$ cat src/rtl/boot_loader.sv
// Streams a length-prefixed program into memory and then releases the CPU; writes land one cycle after accept.
// Backpressure: rx_ready is high only while waiting for the header or program words, so no data is ever dropped.
module boot_loader #(
    parameter logic [7:0]  BASE_ADDR   = 8'h00,
    parameter int unsigned HOLD_CYCLES = 7
) (
    input  logic        clock,
    input  logic        reset,
    input  logic        rx_valid,
    input  logic [15:0] rx_data,
    input  logic        start,
    output logic        rx_ready,
    output logic        mem_we,
    output logic [7:0]  mem_addr,
    output logic [15:0] mem_din,
    output logic        preload_active,
    output logic        cpu_reset,
    output logic        done,
    output logic        len_err,
    output logic [8:0]  words_loaded
);

    typedef enum logic [2:0] {
        IDLE,
        WAIT_LEN,
        LOAD,
        FLUSH,
        HOLD,
        RUN,
        ERR
    } stateT;

    localparam logic [7:0]  HOLD_INIT = 8'(HOLD_CYCLES - 1);
    localparam logic [15:0] MAX_LEN   = 16'd256;

    stateT       state;
    stateT       nextState;
    logic [7:0]  wrPtr;
    logic [8:0]  remaining;
    logic [7:0]  holdCnt;
    logic        xfer;
    logic        loadWord;
    logic        enterWaitLen;
    logic        enterHold;

    assign rx_ready     = (state == WAIT_LEN) || (state == LOAD);
    assign xfer         = rx_valid && rx_ready;
    assign loadWord     = xfer && (state == LOAD);
    assign enterWaitLen = (nextState == WAIT_LEN) && (state != WAIT_LEN);
    assign enterHold    = (nextState == HOLD) && (state != HOLD);

    always_comb begin
        nextState = state;
        unique case (state)
            IDLE: nextState = WAIT_LEN;
            WAIT_LEN: begin
                if (xfer) begin
                    if (rx_data == 16'd0) begin
                        nextState = HOLD;
                    end else if (rx_data > MAX_LEN) begin
                        nextState = ERR;
                    end else begin
                        nextState = LOAD;
                    end
                end
            end
            // The last accepted word still has its write pending, hence FLUSH.
            LOAD: begin
                if (xfer && (remaining == 9'd1)) begin
                    nextState = FLUSH;
                end
            end
            FLUSH: nextState = HOLD;
            HOLD: begin
                if (holdCnt == 8'd0) begin
                    nextState = RUN;
                end
            end
            RUN: begin
                if (start) begin
                    nextState = WAIT_LEN;
                end
            end
            ERR:     nextState = ERR;
            default: nextState = IDLE;
        endcase
    end

    always_ff @(posedge clock) begin
        if (reset) begin
            state          <= IDLE;
            wrPtr          <= BASE_ADDR;
            remaining      <= 9'd0;
            holdCnt        <= 8'd0;
            mem_we         <= 1'b0;
            mem_addr       <= BASE_ADDR;
            mem_din        <= 16'd0;
            preload_active <= 1'b1;
            cpu_reset      <= 1'b1;
            done           <= 1'b0;
            len_err        <= 1'b0;
            words_loaded   <= 9'd0;
        end else begin
            state  <= nextState;
            mem_we <= loadWord;

            if (loadWord) begin
                mem_addr     <= wrPtr;
                mem_din      <= rx_data;
                wrPtr        <= wrPtr + 8'd1;
                remaining    <= remaining - 9'd1;
                words_loaded <= words_loaded + 9'd1;
            end

            if ((state == WAIT_LEN) && xfer) begin
                remaining <= rx_data[8:0];
            end

            // Every fresh load, including a reload from RUN, restarts at BASE_ADDR.
            if (enterWaitLen) begin
                wrPtr        <= BASE_ADDR;
                words_loaded <= 9'd0;
            end

            if (enterHold) begin
                holdCnt <= HOLD_INIT;
            end else if ((state == HOLD) && (holdCnt != 8'd0)) begin
                holdCnt <= holdCnt - 8'd1;
            end

            // Status outputs are registered from the next state so they track state exactly.
            preload_active <= (nextState == IDLE) || (nextState == WAIT_LEN) ||
                              (nextState == LOAD) || (nextState == FLUSH);
            cpu_reset      <= (nextState != RUN);
            done           <= (nextState == RUN);
            len_err        <= (nextState == ERR);
        end
    end

endmodule

$ cat config.mk
export PLATFORM = sky130hd
export DESIGN_NAME = boot_loader
export DESIGN_NICKNAME = d
export VERILOG_FILES = /design/src/rtl/boot_loader.sv
export SDC_FILE = /design/constraint.sdc
export NUM_CORES = 1
export LEC_CHECK = 0
export ABC_CLOCK_PERIOD_IN_PS = 2730
export BUFFER_PORTS_ARGS = -buffer_cell sky130_fd_sc_hd__buf_2
export CAP_MARGIN = 20
export CORE_MARGIN = 2
export CORE_UTILIZATION = 45
export CTS_BUF_LIST = sky130_fd_sc_hd__clkbuf_16
export DETAILED_ROUTE_END_ITERATION = 12
export PLACE_DENSITY = 0.67
export SKIP_LAST_GASP = 1
export SLEW_MARGIN = 10
export SYNTH_ARGS = -nofsm -noshare
export SYNTH_HDL_FRONTEND = slang
export SYNTH_SLANG_ARGS = --single-unit
$ cat constraint.sdc
create_clock -name clock -period 2.73 [get_ports clock]
set_input_delay 0.546 -clock clock [delete_from_list [all_inputs] [get_ports clock]]
set_output_delay 0.546 -clock clock [all_outputs]
set_load 0.03 [all_outputs]
After elaboration in Yosys (flattened, before gate mapping)
Index checks and enable logic that the tools add are counted.

Output and inout port bits: 39. Register bits: 66. Input port bits: 20. Word-level logic and storage cells: 65.

$lt $le $gt $ge: 1. Reduce and logical (&&, ||, !) cells: 20. Eq/ne operators: 16. $add $sub $neg: 4. Muxes and demuxes: 11.

Operators by type and width (count): $mux 3 (8); $pmux 3 s7 (1); $eq 3x3->1 const B (6); $mux 9 (2); $gt 16x9->1 const B (1); $logic_not 16->1 (1); $eq 3x2->1 const B (4); $add 9x1->9 const B (1); $eq 9x1->1 const B (1); $sub 9x1->9 const B (1); $add 8x1->8 const B (1); $logic_not 8->1 (1); $reduce_bool 8->1 (1); $sub 8x1->8 const B (1); $logic_and 1x1->1 (7); $eq 3x1->1 const B (2); $logic_not 3->1 (2); $ne 3x3->1 const B (2); $logic_or 1x1->1 (4); $reduce_bool 2->1 (2); $reduce_or 2->1 (2); $ne 3x1->1 const B (1).

Logic depth before layout (Yosys ltp)
Depth after elaboration: 10. Mapped depth: 9. Gate-level depth less buffers: 7.

Least setup slack after synthesis
No wires, ideal clock.

Kind: in2reg. Start: in rx_data[11]. End: reg words_loaded[0]. Stages on the path: 7. Setup slack: 659 ps. Library setup time: 139 ps. Path buffers: 2. Arrival time: 1932 ps. Required time: 2591 ps. Cell sequence: nor4_1 -> nand2_1 -> a221oi_1 -> and3_1 -> buf_6 -> buf_12 -> a211oi_2.

Cells in the longest elaborated chain, start to end: 8. Elaborated cells on any way between the ends: 9. Classes of those cells: order compare: 1; eq/ne: 1; mux: 4; reduce/logical: 3.

RTL lines: from (decl) (RTL line 10) `input logic [15:0] rx_data,`; $gt 16x9->1 (RTL line 60) `end else if (rx_data > MAX_LEN) begin`; $mux 3 (RTL line 60); $mux 3 (*) (RTL line 58) `if (rx_data == 16'd0) begin`; $mux 3 (*) (RTL line 57) `if (xfer) begin`; $pmux 3 s7 (*) (RTL line 54) `unique case (state)`; $eq 3x1->1 (*) (RTL line 49) `assign enterWaitLen = (nextState == WAIT_LEN) && (state != WAIT_LEN);`; $logic_and 1x1->1 (*) (RTL line 49); $reduce_or 2->1 (no line) (*); to (signal assigned) (RTL line 112) `words_loaded <= words_loaded + 9'd1;`; to (decl) (RTL line 20) `output logic [8:0] words_loaded`.

Every way passes the cells marked *; elsewhere a longest branch is shown, timed or not. A chain may end at the register's enable or synchronous reset.

Final worst setup path
Start: reg state[0]. End: out rx_ready.

Cells in the longest elaborated chain, start to end: 2. Elaborated cells on any way between the ends: 3. Classes of those cells: eq/ne: 2; reduce/logical: 1.

RTL lines: from (decl) (RTL line 36) `stateT state;`; from (signal assigned) (RTL line 104) `state <= nextState;`; $eq 3x1->1 / $eq 3x2->1 (equally long branches) (RTL line 46) `assign rx_ready = (state == WAIT_LEN) || (state == LOAD);`; $logic_or 1x1->1 (*) (RTL line 46); to (decl) (RTL line 12) `output logic rx_ready,`.

Marked as above.

==> metrics.md <==
| Metric | Value |
|---|---|
| Crit Reg-Reg Endpoint | `wrPtr[1]` |
| Worst Hold Class | `reg2reg` |
| GRT busiest layer | `met2` |
| Critical path data required time | `~2.2 ns` |
| First-pass DRT Iterations | `4` |
| GR Util met1 | `roughly a quarter` |
| Setup_tns | `0 ns` |
| Via Count | `about 2600` |
| Number of synthesized register bits | `66` |
| Initial Util | `between 40% and 50%` |
| Mean area per synthesized cell | `between 8 and 9 um^2` |
| Area of the multi-input gates | `0.00162 mm^2` |
| Largest net degree at the start of global routing | `43` |
| Tcrit/Tclk final | `roughly three quarters` |
| RSZ-0062 raised after global routing | `no` |
| CTS tree | `yes` |
| VDD IR max | `0.388 mV` |
| CTS Hold Bufs | `0` |
| Core Area | `~0.0067 mm^2` |
| Layout Nets | `432` |
| Share of cells above drive strength 1 | `roughly 25%` |
| Antenna cells | `0` |
| Slew Viols, Final | `0` |
| Vias in the first global route | `around 2300` |
| Routed vias/inst | `5.36` |
| Cells after Synth | `353` |
| Highest Clock Rate | `480 MHz` |
| Clock-pin slew on the worst setup and hold paths | `0.06 ns` |
| R2R Path Start | `state[0]` |
| Top post-synthesis cells by count | `nand2_1 (67), dfxtp_1 (66), a21oi_1 (33), nor2_1 (22), xor2_1 (21)` |
| Final setup vio count | `0` |
| Largest cells by area after synthesis | `dfxtp_1 (43%), nand2_1 (8.1%), xor2_1 (5.9%)` |
| Crit path to | `rx_ready` |
| CP startpoint kind | `flop` |
| Detailed Place HPWL | `4.61 mm` |
| Number of synthesized flops with an enable pin | `0` |
| CTS root buffer | `clkbuf_16` |
| Post-route DRC | `0` |
| CP Class | `reg2out` |
| GRT met3 Usage | `approximately 4.2%` |
| CP Capture Type | `output port` |
| Met2 Use GR | `27.8%` |
| Register area | `approximately 0.0013 mm^2` |
| Setup Fix Bufs, Post-CTS | `0` |
| Seq/Total Area, Yosys | `42.6%` |
| Count of final hold-check violations | `0` |
| Clock Skew | `0.00560 ns` |
| Crit path launch | `state[0]` |
| Die height | `87.0 um` |
| Synth async-reset ratio | `0%` |
| Initial DRC count | `98` |
| Antenna violations before repair | `0` |
| Area of the die | `0.00757 mm^2` |
| Slew @ Worst Pin | `0.496 ns` |
| Clock sink count | `66` |
| Yosys top cell area share | `42.6%` |
| Routed WL | `6.77 mm` |
| Post-route insts no fill | `approximately 490` |
| Minimum clock period | `approximately 2.1 ns` |
| Clk Latency, worst-skew pair | `0.33 ns` |
| Post-Syn Nets | `378` |
| Die W | `87.0 um` |
| Pwr Density | `864 mW/mm^2` |
| Distinct cells, synth | `49` |
| I/O Pins | `59` |
| # resized after CTS | `0` |
| Total CTS buffers | `9` |
| Maximum capacitance violations | `0` |
| R2R cell count | `6` |
| Placed insts | `476` |
| WL per Instance | `around 14 um` |
| Run status | `completed` |
| H-tree Lvls | `3` |
| Fillers | `611` |
| Reg2Reg Setup Slack | `around 0.68 ns` |
| # port buffers | `58` |
| Count leader, synth | `nand2_1` |
| Bufs on Longest Clock Path | `2` |
| Leak | `1.47 nW` |
| CP max FO | `13` |
| # rows | `30` |
| Worst Path Arrival | `1.54 ns` |
| Final core occ | `56.3%` |
| Overall routing resource usage | `a little under a fifth` |
| Post-synthesis cell area | `0.00310 mm^2` |
| Max_slew headroom | `66.9%` |
| Grt ovf | `0` |
| Synth Flop Type | `dfxtp_1` |
| Largest area contributor in the netlist | `dfxtp_1` |
| Synth Warn # | `0` |
| Antenna viol nets, final | `0` |
| Wire length of the first global-routing pass | `roughly 11 mm` |
| Area Overhead vs Synth | `22.0%` |
| RD Place Congestion | `0.780` |
[state kept, by name, summed over array words and instances (netlist names), 3 cells and up]
register and count:
holdCnt 8, mem_din 16, words_loaded 9, state 3
wrPtr 8, remaining 9, mem_addr 8
[per-stage QoR]
step	cell area [um^2]	total power, W	hold slack [ns]	worst slack [ns]
after floorplan	3100	0.00183	0.444	0.659
after detailed placement	3440	0.00196	0.443	0.501
after global routing	3780	0.00343	0.464	0.507
final	3780	0.00327	0.450	0.645
after CTS	3780	0.00328	0.451	0.649
after global placement	3440	0.00195	0.439	0.474
[worst min path at each step]
| stage | startpoint | slack, ns | end | depth (start not counted) |
|---|---|---|---|---|
| 2_1_floorplan | wrPtr[7] | 0.44 | mem_addr[7] | 2 |
| 3_3_place_gp | mem_din[15] | 0.44 | mem_din[15] | 2 |
| 3_5_place_dp | mem_din[1] | 0.44 | mem_din[1] | 2 |
| 4_1_cts | mem_din[1] | 0.45 | mem_din[1] | 2 |
| 5_1_grt | rx_data[10] | 0.46 | mem_din[10] | 3 |
| 6_report | mem_din[15] | 0.45 | mem_din[15] | 2 |
[worst max-delay path: stages (launching register included)]
cell	delay (ns)
dfxtp_1	0.61
xor2_1	0.25
and2_1	0.16
buf_2	0.19
[placed cells by master, fill, tap and decap left out, types with 3 or more instances in the layout]
cell       instances
bufinv_16          3
a21oi_1           33
nand2_1           67
inv_1              7
nand4b_1           3
a211oi_1           6
and3_1             7
dfxtp_1           66
nor3_1            10
ha_1               5
buf_4              8
a221oi_1           4
nor4_1             5
o22ai_1            3
a211oi_2          10
nand3_1           12
nand4_1            4
clkbuf_16          9
nor2_1            22
and2_1             3
xor2_1            21
xnor2_1            4
o21ai_0            6
nor3b_1            3
buf_2             58
[cell families (layout without fill, tap and decap cells)]
logic type                 count (synthesis)  after routing  share of synthesized area (%)
AOI/OAI and AO/OA                         73             73                           17.1
adders and majority gates                  5              5                           2.02
xor gates and xnor gates                  25             25                           7.06
DFF                                       66             66                           42.6
muxes                                      1              1                          0.444
and+or+nand+nor                          152            152                           25.1
buffers and inverters                     31             90                           5.61
[power by group]
group | total [W] | switching [W] | internal, W
clock | 0.00132 | 0.000429 | 0.000891
combinational | 0.000804 | 0.000495 | 0.000308
sequential | 0.00114 | 0.0000973 | 0.00104
[layout make-up]
| class | instances | share of cell area [%] |
|---|---|---|
| inverter | 7 | 0.695 |
| sequential | 66 | 34.9 |
| clock inverter | 7 | 3.11 |
| multi-input combinational | 256 | 42.9 |
| timing repair buffer | 67 | 9.79 |
| tap | 80 | 2.65 |
| clock buffer | 9 | 5.96 |
[layer usage]
metal	wire length, um	up-vias
li1	-	1351
met1	3160	1233
met2	3250	40
met3	205	13
met4	155	0
met5	0	-
Note: power is estimated with default switching activity, not from simulation.
